**config.mk**
```make
export PLATFORM = sky130hd
export DESIGN_NAME = img_bus_arb
export DESIGN_NICKNAME = d
export VERILOG_FILES = /design/src/rtl/img_bus_arb.sv
export SDC_FILE = /design/constraint.sdc
export NUM_CORES = 1
export LEC_CHECK = 0
export CORE_UTILIZATION = 22
export CTS_CLUSTER_SIZE = 28
export DETAILED_ROUTE_END_ITERATION = 16
export PLACE_DENSITY = 0.79
export SLEW_MARGIN = 20
export SYNTH_ARGS = -nofsm -noshare
export SYNTH_HDL_FRONTEND = slang
export SYNTH_SLANG_ARGS = --single-unit
export TNS_END_PERCENT = 100
```
**constraint.sdc**
```tcl
create_clock -name clk -period 1.7 [get_ports clk]
set_input_delay 0.34 -clock clk [delete_from_list [all_inputs] [get_ports clk]]
set_output_delay 0.34 -clock clk [all_outputs]
set_load 0.01 [all_outputs]
```
**src/rtl/img_bus_arb.sv**
```systemverilog
// img_bus_arb: two-master round-robin arbiter for the shared image memory bus.
// Master 0 is the image-processing controller, master 1 the host/video port.
// Both use the cs_n/we/ack handshake: cs_n held low until a one-cycle ack.
// The granted master's request is forwarded combinationally to the slave and
// the slave ack/read data are routed back in the same cycle.
// Optional feature macro: IMG_BUS_ARB_TIMEOUT_EN (aborts a granted access with
// ack+err after TIMEOUT cycles without a slave ack).
module img_bus_arb #(
  parameter int AW      = 20,
  parameter int DW      = 8,
  parameter int TIMEOUT = 255
) (
  input  logic          clk,
  input  logic          rst,
  input  logic          m0_cs_n,
  input  logic          m0_we,
  input  logic [AW-1:0] m0_addr,
  input  logic [DW-1:0] m0_wdata,
  output logic          m0_ack,
  output logic [DW-1:0] m0_rdata,
  output logic          m0_err,
  input  logic          m1_cs_n,
  input  logic          m1_we,
  input  logic [AW-1:0] m1_addr,
  input  logic [DW-1:0] m1_wdata,
  output logic          m1_ack,
  output logic [DW-1:0] m1_rdata,
  output logic          m1_err,
  output logic          s_cs_n,
  output logic          s_we,
  output logic [AW-1:0] s_addr,
  output logic [DW-1:0] s_wdata,
  input  logic [DW-1:0] s_rdata,
  input  logic          s_ack_i,
  output logic          busy
);

  typedef enum logic [1:0] {
    IDLE    = 2'd0,
    GNT0    = 2'd1,
    GNT1    = 2'd2,
    RECOVER = 2'd3
  } state_t;

  // TIMEOUT is only meaningful as an 8-bit count of 1..255.
  if (TIMEOUT < 1 || TIMEOUT > 255) begin : g_bad_timeout
    $error("img_bus_arb: TIMEOUT must be in 1..255");
  end

  state_t r_state;
  state_t w_next;
  logic   r_last;      // most recently granted master (1 after reset => m0 wins first tie)

  logic   w_gnt;       // a master currently owns the bus
  logic   w_sel_cs_n;  // cs_n of the granted master
  logic   w_hit;       // real slave ack for a still-requesting granted master
  logic   w_to;        // timeout abort this cycle
  logic   w_ack;       // ack to the granted master (real or timeout)
  logic   w_done;      // granted access ends this cycle (ack, timeout or abandon)

  assign w_gnt      = (r_state == GNT0) || (r_state == GNT1);
  assign w_sel_cs_n = (r_state == GNT1) ? m1_cs_n : m0_cs_n;
  assign w_hit      = w_gnt && !w_sel_cs_n && s_ack_i;
  assign w_ack      = w_hit || w_to;
  assign w_done     = w_gnt && (w_sel_cs_n || w_hit || w_to);
  assign busy       = (r_state != IDLE);

`ifdef IMG_BUS_ARB_TIMEOUT_EN
  localparam logic [7:0] LP_TO_LAST = 8'(TIMEOUT - 1);

  logic [7:0] r_to_cnt;

  // Wait counter: zero on entry to a grant, counts grant cycles without an ack.
  always_ff @(posedge clk) begin
    if (rst) begin
      r_to_cnt <= 8'd0;
    end else if (w_gnt && !w_done) begin
      r_to_cnt <= r_to_cnt + 8'd1;
    end else begin
      r_to_cnt <= 8'd0;
    end
  end

  // The real ack wins over a coincident timeout, so s_ack_i blocks the abort.
  assign w_to = w_gnt && !w_sel_cs_n && !s_ack_i && (r_to_cnt == LP_TO_LAST);
`else
  assign w_to = 1'b0;
`endif

  // State register and round-robin history.
  always_ff @(posedge clk) begin
    if (rst) begin
      r_state <= IDLE;
      r_last  <= 1'b1;
    end else begin
      r_state <= w_next;
      if (w_done) begin
        r_last <= (r_state == GNT1);
      end
    end
  end

  // Next-state selection and bus steering; everything idle outside a grant.
  always_comb begin
    w_next   = r_state;
    s_cs_n   = 1'b1;
    s_we     = 1'b0;
    s_addr   = '0;
    s_wdata  = '0;
    m0_ack   = 1'b0;
    m0_err   = 1'b0;
    m0_rdata = '0;
    m1_ack   = 1'b0;
    m1_err   = 1'b0;
    m1_rdata = '0;
    case (r_state)
      IDLE: begin
        if (!m0_cs_n && !m1_cs_n) begin
          w_next = r_last ? GNT0 : GNT1;
        end else if (!m0_cs_n) begin
          w_next = GNT0;
        end else if (!m1_cs_n) begin
          w_next = GNT1;
        end
      end
      GNT0: begin
        s_cs_n   = m0_cs_n;
        s_we     = m0_we;
        s_addr   = m0_addr;
        s_wdata  = m0_wdata;
        m0_ack   = w_ack;
        m0_err   = w_to;
        m0_rdata = w_to ? '0 : s_rdata;
        if (w_done) begin
          w_next = RECOVER;
        end
      end
      GNT1: begin
        s_cs_n   = m1_cs_n;
        s_we     = m1_we;
        s_addr   = m1_addr;
        s_wdata  = m1_wdata;
        m1_ack   = w_ack;
        m1_err   = w_to;
        m1_rdata = w_to ? '0 : s_rdata;
        if (w_done) begin
          w_next = RECOVER;
        end
      end
      RECOVER: begin
        // One dead cycle so a master dropping cs_n after its ack is not re-granted.
        w_next = IDLE;
      end
      default: begin
        w_next = IDLE;
      end
    endcase
  end

endmodule

```
==> metrics.txt <==
Final Max Tran Viols 0; commonest non-fill, non-tap cell in the layout clkdlybuf4s50_1; R2R cell count 7; H-tree Lvls 1; Total Nets Final approximately 330; Die H between 50 and 60 µm; largest net degree at the start of global routing 16; combinational share of power just over 90%; ANT cells 0; WL/cell about 14 µm; internal power 1.63 mW; port bufs 119; worst-path fanout max 3; Clock transition at path regs 50 ps; first-pass GRT wire length around 6 mm; CP required between 1000 and 1500 ps; vias in the first global route about 1300; Post-synth EDFFs 0; clock share of power approximately 4.8%; CTS Buf Count 3; Mapped Cells 119; Worst Path Arrival approximately 1500 ps; Total GRT Usage around 23%; worst reg2reg path endpoint r_state[1]; most frequent cells in the layout clkdlybuf4s50_1 (70), buf_2 (43), a22oi_2 (28); Synth Flop Type dfxtp_1; post-layout util between 70% and 80%; die area about 3600 µm²; die width 59.9 µm; deepest clock path buffer count 2; peak supply drop between 0.7 and 0.8 mV; routed vias/inst 4.83; mapped cell area between 700 and 800 µm²; Syn-to-layout area delta 216%; via count approximately 1500; initial antenna violation count 0; site row count 20; Ys Warns 0; Root Driver clkbuf_4; Crit Path Class reg -> out; register share of total power 4.6%; crit start category flop; crit end category primary output; status complete, but fails checks; Final period util 109%; max-cap violations 0; WHS Endpoint r_last; remaining global-route overflow 0; worst hold start r_last; R2R setup slack ~50 ps; worst setup margin -149 ps; Seq cells post-synth 3; post-synth cell types 21; layout cells sized above 1 49.2%; 1st-pass router iterations 4; endpoints failing hold 0; DR DRC count 0; IO Pins 122; r2r startpoint r_state[1]; failing checks setup timing; hold_buf cts 0; gpl congestion approximately 0.90; register area share after synthesis 8.14%; worst skew pair latency 250 ps; initial detailed-routing violation count 59; Achievable Freq about 540 MHz; Worst Hold Class reg -> reg; CTS tree done; Starting Density between 20% and 30%; clk_skew 7.45 ps; switching part of the total 43.9%; Final ANT Viol Nets 0; hold path depth 2; P_sw approximately 1.3 mW; Core Area between 3000 and 4000 µm²; Pleak about 1 nW; CTS sink count 3; ys async rst share 0%; power density cells around 1200 nW/µm²; min cycle time layout between 1500 and 2000 ps; RSZ-0062 raised after global routing true; mean post-synth cell area ~6.2 µm²; final hold slack 540 ps; Detailed Place HPWL 2.98 mm; Total Routed Length between 4 and 5 mm; setup TNS -2560 ps; final setup violation count 40
how the worst max path moves through the flow:
stage	slack, ps	from	end
finish	-150	r_state[0]	m1_ack
global route	-190	r_state[0]	m1_ack
CTS	-160	r_state[0]	s_addr[7]
detailed placement	-420	m0_cs_n	s_cs_n
global placement	-410	m0_cs_n	m1_ack
floorplan	60	r_state[1]	s_addr[17]
flip-flops by register name, summed over array words and instances (netlist names):
register  flops
r_state       2
r_last        1
metal layers:
| metal | part of all wire, % | track usage [%] | vias to the layer above |
|---|---|---|---|
| met2 | 51 | 40.5 | 87 |
| met3 | 11 | 4.76 | 15 |
| li1 | - | - | 702 |
| met1 | 36 | 24.7 | 655 |
| met4 | 2.9 | 11.6 | 0 |
| met5 | 0 | 0 | - |
final cells by class:
| class | instances | area [µm²] |
|---|---|---|
| Timing Repair Buffer | 147 | 1340 |
| Multi-Input combinational cell | 100 | 828 |
| Fill cell | 253 | 793 |
| Sequential cell | 3 | 65.1 |
| Tap cell | 44 | 55.1 |
| Clock buffer | 4 | 26.3 |
| Inverter | 4 | 25.0 |
cell families after synthesis:
group	count (synthesis)	share of synthesized area (%)
compound gates	38	38.1
fa+ha+maj	4	6.78
buf+inv	17	10.2
flops	3	8.14
mux	1	1.36
other cells	1	0.508
simple gates	55	34.9
critical path: stages, from the launching register on:
cell and delay, ps:
dfxtp_2 330, inv_4 80, ha_4 170, mux2i_2 250
and3_4 210, and2_4 140, buf_6 90
Yosys cell counts (all sizes together), types with 2 or more instances:
cell    number  area share (%)
and2        18              15
a21oi        2             1.4
dfxtp        3             8.1
o21ai        2             1.4
nand2        2             1.0
ha           4             6.8
a22oi       29              29
a211oi       2             2.0
clkbuf       8             4.1
inv          4             2.0
nor2        32              16
buf          5             4.1
stage by stage:
step / cells / instance area [µm²] / worst slack, ps / power, mW
finish: 302 / 2330 / -149 / 2.91
global route: 302 / 2330 / -188 / 3.09
CTS: 299 / 2160 / -157 / 2.53
detailed placement: 289 / 2080 / -416 / 2.05
global placement: 289 / 2080 / -414 / 2.03
floorplan: 120 / 742 / 57.9 / 1.01
timing repair:
| item | 4_1_cts | 5_1_grt |
|---|---|---|
| gates cloned | 2 | 2 |
| resized for setup | 230 | 40 |
| setup buffers | 4 | 1 |
| pin swaps | 6 | 10 |
| endpoints found under the setup margin | 50 | 48 |
power groups by stage:
stage | Sequential (mW) | Combinational (mW) | Clock (mW)
detailed placement | 0.112 | 1.94 | 0
finish | 0.133 | 2.64 | 0.139
global placement | 0.110 | 1.92 | 0
global route | 0.135 | 2.81 | 0.144
floorplan | 0.111 | 0.895 | 0
CTS | 0.129 | 2.26 | 0.136
(Power assumes the default switching activity.)
